## src/rtl/cpu_ctrl_pkg.sv

```systemverilog
// Shared encodings for the multicycle CPU control path: FSM states, opcodes,
// ALU operation codes and branch-type codes, plus small decode helpers.
package cpu_ctrl_pkg;

  typedef enum logic [3:0] {
    IDLE   = 4'd0,
    FETCH  = 4'd1,
    DECODE = 4'd2,
    MEMADR = 4'd3,
    MEMRD  = 4'd4,
    MEMWB  = 4'd5,
    MEMWR  = 4'd6,
    RTEXEC = 4'd7,
    ITEXEC = 4'd8,
    ALUWB  = 4'd9,
    BRANCH = 4'd10,
    JUMP   = 4'd11,
    ERROR  = 4'd12
  } state_t;

  localparam logic [5:0] OP_RTYPE = 6'b000000;
  localparam logic [5:0] OP_J     = 6'b000010;
  localparam logic [5:0] OP_JAL   = 6'b000011;
  localparam logic [5:0] OP_BEQ   = 6'b000100;
  localparam logic [5:0] OP_BNE   = 6'b000101;
  localparam logic [5:0] OP_BLEZ  = 6'b000110;
  localparam logic [5:0] OP_BGTZ  = 6'b000111;
  localparam logic [5:0] OP_ADDI  = 6'b001000;
  localparam logic [5:0] OP_SLTIU = 6'b001011;
  localparam logic [5:0] OP_ORI   = 6'b001101;
  localparam logic [5:0] OP_LUI   = 6'b001111;
  localparam logic [5:0] OP_LW    = 6'b100011;
  localparam logic [5:0] OP_SW    = 6'b101011;

  localparam logic [2:0] ALU_RTYPE = 3'b000;
  localparam logic [2:0] ALU_ADD   = 3'b001;
  localparam logic [2:0] ALU_SLTIU = 3'b010;
  localparam logic [2:0] ALU_SUB   = 3'b011;
  localparam logic [2:0] ALU_LUI   = 3'b100;
  localparam logic [2:0] ALU_ORI   = 3'b101;

  localparam logic [1:0] BR_BEQ  = 2'b00;
  localparam logic [1:0] BR_BLEZ = 2'b01;
  localparam logic [1:0] BR_BGTZ = 2'b10;
  localparam logic [1:0] BR_BNE  = 2'b11;

  // ALU operation used by an immediate-format instruction
  function automatic logic [2:0] itype_alu_op(input logic [5:0] op);
    case (op)
      OP_SLTIU: return ALU_SLTIU;
      OP_LUI:   return ALU_LUI;
      OP_ORI:   return ALU_ORI;
      default:  return ALU_ADD;
    endcase
  endfunction

  // Branch condition selector for a branch opcode
  function automatic logic [1:0] branch_code(input logic [5:0] op);
    case (op)
      OP_BLEZ: return BR_BLEZ;
      OP_BGTZ: return BR_BGTZ;
      OP_BNE:  return BR_BNE;
      default: return BR_BEQ;
    endcase
  endfunction

endpackage

```

## src/rtl/mem_wait_timer.sv

```systemverilog
// Counts consecutive not-ready cycles of a memory wait state and flags the
// cycle on which the wait limit is hit. TIMEOUT of 0 never expires.
module mem_wait_timer #(
  parameter int TIMEOUT = 15
) (
  input  logic clk,
  input  logic rst_n,
  input  logic clear,
  input  logic active,
  input  logic mem_ready,
  output logic expired
);

  localparam int W    = (TIMEOUT < 2) ? 1 : $clog2(TIMEOUT + 1);
  localparam int LAST = (TIMEOUT > 0) ? TIMEOUT - 1 : 0;
  localparam logic [W-1:0] LAST_V = W'(LAST);

  logic [W-1:0] cnt;

  // Wait-cycle counter: restarted on entry to a wait state
  always_ff @(posedge clk or negedge rst_n) begin
    if (!rst_n) begin
      cnt <= '0;
    end else if (clear) begin
      cnt <= '0;
    end else if (active && !mem_ready) begin
      cnt <= cnt + W'(1);
    end
  end

  // Expiry fires on the TIMEOUT-th not-ready cycle, so ready that cycle still wins
  always_comb begin
    expired = 1'b0;
    if (TIMEOUT > 0 && active && !mem_ready && cnt == LAST_V) begin
      expired = 1'b1;
    end
  end

endmodule

```

## src/rtl/multicycle_ctrl.sv

```systemverilog
// Multicycle CPU control unit: Moore FSM producing datapath controls,
// with memory-wait timeout and a retired-instruction counter.
module multicycle_ctrl
  import cpu_ctrl_pkg::*;
#(
  parameter int ALU_OP_W = 3,
  parameter int TIMEOUT  = 15,
  parameter int CNT_W    = 16
) (
  input  logic                clk_i,
  input  logic                rst_i,
  input  logic [5:0]          instr_op_i,
  input  logic                mem_ready_i,
  output logic                pc_write_o,
  output logic                pc_write_cond_o,
  output logic [1:0]          pc_source_o,
  output logic [1:0]          branch_type_o,
  output logic                ir_write_o,
  output logic                i_or_d_o,
  output logic                mem_read_o,
  output logic                mem_write_o,
  output logic [1:0]          mem_to_reg_o,
  output logic                reg_write_o,
  output logic [1:0]          reg_dst_o,
  output logic                alu_src_a_o,
  output logic [1:0]          alu_src_b_o,
  output logic [ALU_OP_W-1:0] alu_op_o,
  output logic                extend_mux_o,
  output logic                illegal_o,
  output logic                error_o,
  output logic [CNT_W-1:0]    retire_cnt_o,
  output logic [3:0]          state_o
);

  state_t     state;
  state_t     next_state;
  logic [5:0] op_q;
  logic [2:0] alu_op;
  logic       wait_active;
  logic       wait_clear;
  logic       timed_out;
  logic       retiring;

  assign state_o  = state;
  assign alu_op_o = ALU_OP_W'(alu_op);

  assign wait_active = (state == FETCH) || (state == MEMRD) || (state == MEMWR);
  assign wait_clear  = ((next_state == FETCH) || (next_state == MEMRD) ||
                        (next_state == MEMWR)) && (next_state != state);
  assign retiring    = (next_state == FETCH) &&
                       ((state == MEMWB) || (state == MEMWR) || (state == ALUWB) ||
                        (state == BRANCH) || (state == JUMP));

  mem_wait_timer #(
    .TIMEOUT (TIMEOUT)
  ) u_wait (
    .clk       (clk_i),
    .rst_n     (rst_i),
    .clear     (wait_clear),
    .active    (wait_active),
    .mem_ready (mem_ready_i),
    .expired   (timed_out)
  );

  // State, latched opcode and retire counter
  always_ff @(posedge clk_i or negedge rst_i) begin
    if (!rst_i) begin
      state        <= IDLE;
      op_q         <= '0;
      retire_cnt_o <= '0;
    end else begin
      state <= next_state;
      if (state == DECODE) begin
        op_q <= instr_op_i;
      end
      if (retiring) begin
        retire_cnt_o <= retire_cnt_o + CNT_W'(1);
      end
    end
  end

  // Next-state selection and Moore control outputs
  always_comb begin
    next_state      = state;
    pc_write_o      = 1'b0;
    pc_write_cond_o = 1'b0;
    pc_source_o     = 2'b00;
    branch_type_o   = 2'b00;
    ir_write_o      = 1'b0;
    i_or_d_o        = 1'b0;
    mem_read_o      = 1'b0;
    mem_write_o     = 1'b0;
    mem_to_reg_o    = 2'b00;
    reg_write_o     = 1'b0;
    reg_dst_o       = 2'b00;
    alu_src_a_o     = 1'b0;
    alu_src_b_o     = 2'b00;
    alu_op          = ALU_RTYPE;
    extend_mux_o    = 1'b0;
    illegal_o       = 1'b0;
    error_o         = 1'b0;

    case (state)
      IDLE: begin
        next_state = FETCH;
      end
      FETCH: begin
        mem_read_o  = 1'b1;
        alu_src_b_o = 2'b01;
        alu_op      = ALU_ADD;
        ir_write_o  = mem_ready_i;
        pc_write_o  = mem_ready_i;
        if (mem_ready_i) begin
          next_state = DECODE;
        end else if (timed_out) begin
          next_state = ERROR;
        end
      end
      DECODE: begin
        alu_src_b_o = 2'b11;
        alu_op      = ALU_ADD;
        case (instr_op_i)
          OP_LW, OP_SW:                        next_state = MEMADR;
          OP_RTYPE:                            next_state = RTEXEC;
          OP_ADDI, OP_SLTIU, OP_LUI, OP_ORI:   next_state = ITEXEC;
          OP_BEQ, OP_BNE, OP_BLEZ, OP_BGTZ:    next_state = BRANCH;
          OP_J, OP_JAL:                        next_state = JUMP;
          default: begin
            next_state = FETCH;
            illegal_o  = 1'b1;
          end
        endcase
      end
      MEMADR: begin
        alu_src_a_o = 1'b1;
        alu_src_b_o = 2'b10;
        alu_op      = ALU_ADD;
        next_state  = (op_q == OP_LW) ? MEMRD : MEMWR;
      end
      MEMRD: begin
        mem_read_o = 1'b1;
        i_or_d_o   = 1'b1;
        if (mem_ready_i) begin
          next_state = MEMWB;
        end else if (timed_out) begin
          next_state = ERROR;
        end
      end
      MEMWB: begin
        reg_write_o  = 1'b1;
        mem_to_reg_o = 2'b01;
        next_state   = FETCH;
      end
      MEMWR: begin
        mem_write_o = 1'b1;
        i_or_d_o    = 1'b1;
        if (mem_ready_i) begin
          next_state = FETCH;
        end else if (timed_out) begin
          next_state = ERROR;
        end
      end
      RTEXEC: begin
        alu_src_a_o = 1'b1;
        alu_op      = ALU_RTYPE;
        next_state  = ALUWB;
      end
      ITEXEC: begin
        alu_src_a_o  = 1'b1;
        alu_src_b_o  = 2'b10;
        alu_op       = itype_alu_op(op_q);
        extend_mux_o = (op_q == OP_ORI);
        next_state   = ALUWB;
      end
      ALUWB: begin
        // ALU controls are re-derived from op_q so the result stays stable during write-back
        alu_src_a_o = 1'b1;
        reg_write_o = 1'b1;
        if (op_q == OP_RTYPE) begin
          reg_dst_o = 2'b01;
        end else begin
          alu_src_b_o  = 2'b10;
          alu_op       = itype_alu_op(op_q);
          extend_mux_o = (op_q == OP_ORI);
        end
        next_state = FETCH;
      end
      BRANCH: begin
        alu_src_a_o     = 1'b1;
        alu_op          = ALU_SUB;
        pc_write_cond_o = 1'b1;
        pc_source_o     = 2'b01;
        branch_type_o   = branch_code(op_q);
        next_state      = FETCH;
      end
      JUMP: begin
        pc_write_o  = 1'b1;
        pc_source_o = 2'b10;
        if (op_q == OP_JAL) begin
          reg_write_o  = 1'b1;
          reg_dst_o    = 2'b10;
          mem_to_reg_o = 2'b11;
        end
        next_state = FETCH;
      end
      ERROR: begin
        error_o = 1'b1;
      end
      default: begin
        next_state = IDLE;
      end
    endcase
  end

endmodule

```

## config.mk

```make
export PLATFORM = sky130hd
export DESIGN_NAME = multicycle_ctrl
export DESIGN_NICKNAME = d
export VERILOG_FILES = /design/src/rtl/cpu_ctrl_pkg.sv /design/src/rtl/mem_wait_timer.sv /design/src/rtl/multicycle_ctrl.sv
export SDC_FILE = /design/constraint.sdc
export NUM_CORES = 1
export LEC_CHECK = 0
export ABC_AREA = 0
export BUFFER_PORTS_ARGS = -buffer_cell sky130_fd_sc_hd__buf_4
export CAP_MARGIN = 10
export CORE_MARGIN = 1.5
export CORE_UTILIZATION = 55
export DETAILED_ROUTE_END_ITERATION = 7
export PLACE_DENSITY = 0.83
export RECOVER_POWER = 50
export SLEW_MARGIN = 0
export SYNTH_ARGS = -nofsm -noshare
export SYNTH_HDL_FRONTEND = slang
export SYNTH_SLANG_ARGS = --single-unit
export TNS_END_PERCENT = 10
```

## constraint.sdc

```tcl
create_clock -name clk_i -period 3.8 [get_ports clk_i]
set_input_delay 0.76 -clock clk_i [delete_from_list [all_inputs] [get_ports clk_i]]
set_output_delay 0.76 -clock clk_i [all_outputs]
set_load 0.02 [all_outputs]
```

==> out/qor.csv <==
stage;metric;value;unit
run_status;status;complete, no violations;
placement;Post-Place Worst Slack;1157;ps
worst_setup_path;Crit path largest cell delay;640;ps
cells_and_area;nets;290;
cts;hold_buf cts;0;
worst_setup_path;CP bufs+invs;1;
yosys;Mean Syn Cell Area;8.891;um^2
sta;Slew Limit Fails;0;
yosys;ys async rst share;100.0;%
floorplan;initial core utilization;59.08;%
floorplan;Die ar.;0.004042;mm^2
worst_setup_path;slowest cell on the critical path;dfrtp_1;
worst_setup_path;crit path DAT;2240;ps
pwr;Worst IR Drop VDD;0.4742;mV
sta;final hold vios;0;
cts;CTS tree;yes;
cts;root buf cell;clkbuf_4;
yosys;synth warn;0;
cells_and_area;share of cells above drive strength 1;20.07;%
global_route;first-pass GRT wire length;7.866;mm
drt;via count;1825;
worst_setup_path;Worst Path Required;3040;ps
drt;Vias/cell;5.615;
worst_setup_path;CP top delay family;simple AND/OR/NAND/NOR gates;
yosys;post-synth cell types;52;
drt;Wirelength per Cell;13.63;um
placement;final RePlAce weighted congestion;0.8817;
cts;Num Clock Sinks;30;
worst_setup_path;critical-path cell list;nand2b_1 > nor2_1 > nor4b_1 > o21bai_1 > buf_4;
floorplan;Die X-Extent;63.58;um
pwr;leak pwr;1.131;nW
cts;Worst-path clk slew;100;ps
drt;drt pass-1 iters;4;
drt;DRC viols;0;
cts;CTS H-tree lvls;2;
sta;Final Critical Period;2996;ps
pwr;Pwr Density;698.7;mW/mm^2
sta;Tcrit/Tclk final;78.84;%
worst_setup_path;Crit. End Element;output pin;
drt;Routed WL;4.429;mm
floorplan;io pins;53;
sta;Layout Skew;5.579;ps
global_route;Total Routing Usage GR;24.54;%
sta;final setup fails;0;
cells_and_area;fillcell total;306;
drt;post-route ant nets;0;
yosys;Post-synth EDFFs;0;
floorplan;DIE HEIGHT;63.58;um
yosys;FF+latch count, synth;30;
worst_setup_path;critical path type;reg -> out;
drt;Iteration-0 DRC Markers;109;
worst_hold_path;Hold Crit Class;reg -> reg;
cells_and_area;Area growth, synth to finish;19.78;%
cells_and_area;utilization after layout;70.77;%
yosys;Synthesized Nets;239;
worst_setup_path;crit path max fanout;21;
yosys;Cells after Synth;227;
run;MaxCap Viol Count;0;
pwr;PnR Total Power;1.689;mW
sta;Min Hold Slack;468.8;ps
placement;Post-DP HPWL;3.431;mm
sta;post-route setup slack;804.0;ps
cts;Clock Latency Late Sink;330;ps
yosys;Top FF cell, synth;dfrtp_1;
cts;PostCTS Resize Cnt;0;
placement;PortBufs;52;
floorplan;std cell rows;21;
sta;FMAX;0.3338;GHz
yosys;Syn Std Cell Area;0.002018;mm^2
global_route;largest net degree at the start of global routing;31;
global_route;vias in the first global route;1676;
global_route;initial antenna violation count;0;
cts;Clock Tree Buf Depth;2;
floorplan;Core ar.;0.003416;mm^2
sta;setup tns final;0;ps
yosys;post-synthesis sequential area ratio;37.20;%
sta;slew margin rel.;0.9797;%
cells_and_area;ant diodes;0;
cts;CTS Buf Count;5;
global_route;GR Overflow Total;0;
cts;Setup Buffers After CTS;0;
worst_setup_path;Startpoint Class;flop;
sta;Least-Margin Pin Slew;1485;ps
sta;RSZ-0062 raised after global routing;no;
cell families (layout without fill, tap and decap cells):
family | count (synthesis) | in the layout | synth area share (%)
compound gates | 39 | 39 | 16.00
mux | 2 | 2 | 1.054
buf+inv | 17 | 69 | 4.278
fa+ha+maj | 3 | 3 | 1.860
simple gates | 113 | 113 | 29.64
flops | 30 | 30 | 37.20
xor+xnor | 23 | 23 | 9.981
cell usage after synthesis (2+ instances only):
cell | count | area [um^2]
nor2b_1 | 6 | 37.54
buf_2 | 2 | 10.01
o21ai_0 | 8 | 40.04
nor2_1 | 17 | 63.81
or2_2 | 4 | 25.02
xnor2_1 | 10 | 87.58
o21bai_1 | 3 | 22.52
nand2_1 | 32 | 120.1
inv_1 | 7 | 26.28
buf_1 | 2 | 7.510
and2_1 | 3 | 18.77
xor2_1 | 13 | 113.9
nor4b_1 | 3 | 26.28
dfrtp_1 | 30 | 750.7
ha_1 | 3 | 37.54
nand3_1 | 8 | 40.04
a21oi_1 | 6 | 30.03
clkbuf_1 | 2 | 7.510
o2bb2ai_1 | 4 | 35.03
nor3_1 | 10 | 50.05
and4_1 | 2 | 17.52
o21a_1 | 2 | 15.01
a31oi_1 | 2 | 12.51
buf_6 | 2 | 22.52
and3_1 | 8 | 50.05
nand4_1 | 5 | 31.28
nand2b_1 | 8 | 50.05
report_power, final:
group | leakage, nW | internal, mW | switching (mW)
clock network | 0.0343 | 0.0888 | 0.112
registers | 0.393 | 0.407 | 0.157
logic | 0.703 | 0.377 | 0.546
state kept, by name (all words and copies together) (netlist names):
name,flops
state_o,4
u_wait.cnt,4
op_q,6
retire_cnt_o,16
layout make-up:
cell class,instances,area [um^2],share of cell area [%]
repair buffers,54,337.8,13.98
clock buffers,6,51.30,2.122
well taps,46,57.56,2.381
multi-input cells,180,1181,48.86
flip-flops and latches,30,750.7,31.06
clock inverters,2,12.51,0.5176
inverters,7,26.28,1.087
metal layers:
layer / global-route usage (%) / wire length, um / vias up
met2: 39.47 / 2124 / 60
met1: 32.75 / 1953 / 847
li1: - / - / 908
met5: 0 / 0 / -
met3: 5.357 / 261 / 10
met4: 8.424 / 89 / 0
worst paths after layout:
check,endpoint,depth (start not counted),startpoint,slack (ps)
max,mem_to_reg_o[0],5,state_o[2],800
min,retire_cnt_o[15],1,retire_cnt_o[15],470
max reg2reg,retire_cnt_o[15],6,state_o[2],1230
min reg2reg,retire_cnt_o[15],1,retire_cnt_o[15],470
max in group asynchronous,u_wait.cnt[1],1,rst_i,2170
min in group asynchronous,retire_cnt_o[8],1,rst_i,770
placed cells by master (no fill, tap or decap), drive strengths merged, types with 8 or more instances in the layout:
master,instances
nand2b,8
clkbuf,24
nor2,17
buf,36
nand2,32
xor2,13
o21ai,8
nor3,11
xnor2,10
and3,8
dfrtp,30
nand3,8
through the flow:
step           std cells  area, um^2
3_5_place_dp         317        2421
4_1_cts              325        2485
3_3_place_gp         317        2421
5_1_grt              325        2417
6_report             325        2417
2_1_floorplan        227        2018
Note: power is estimated with default switching activity, not from simulation.
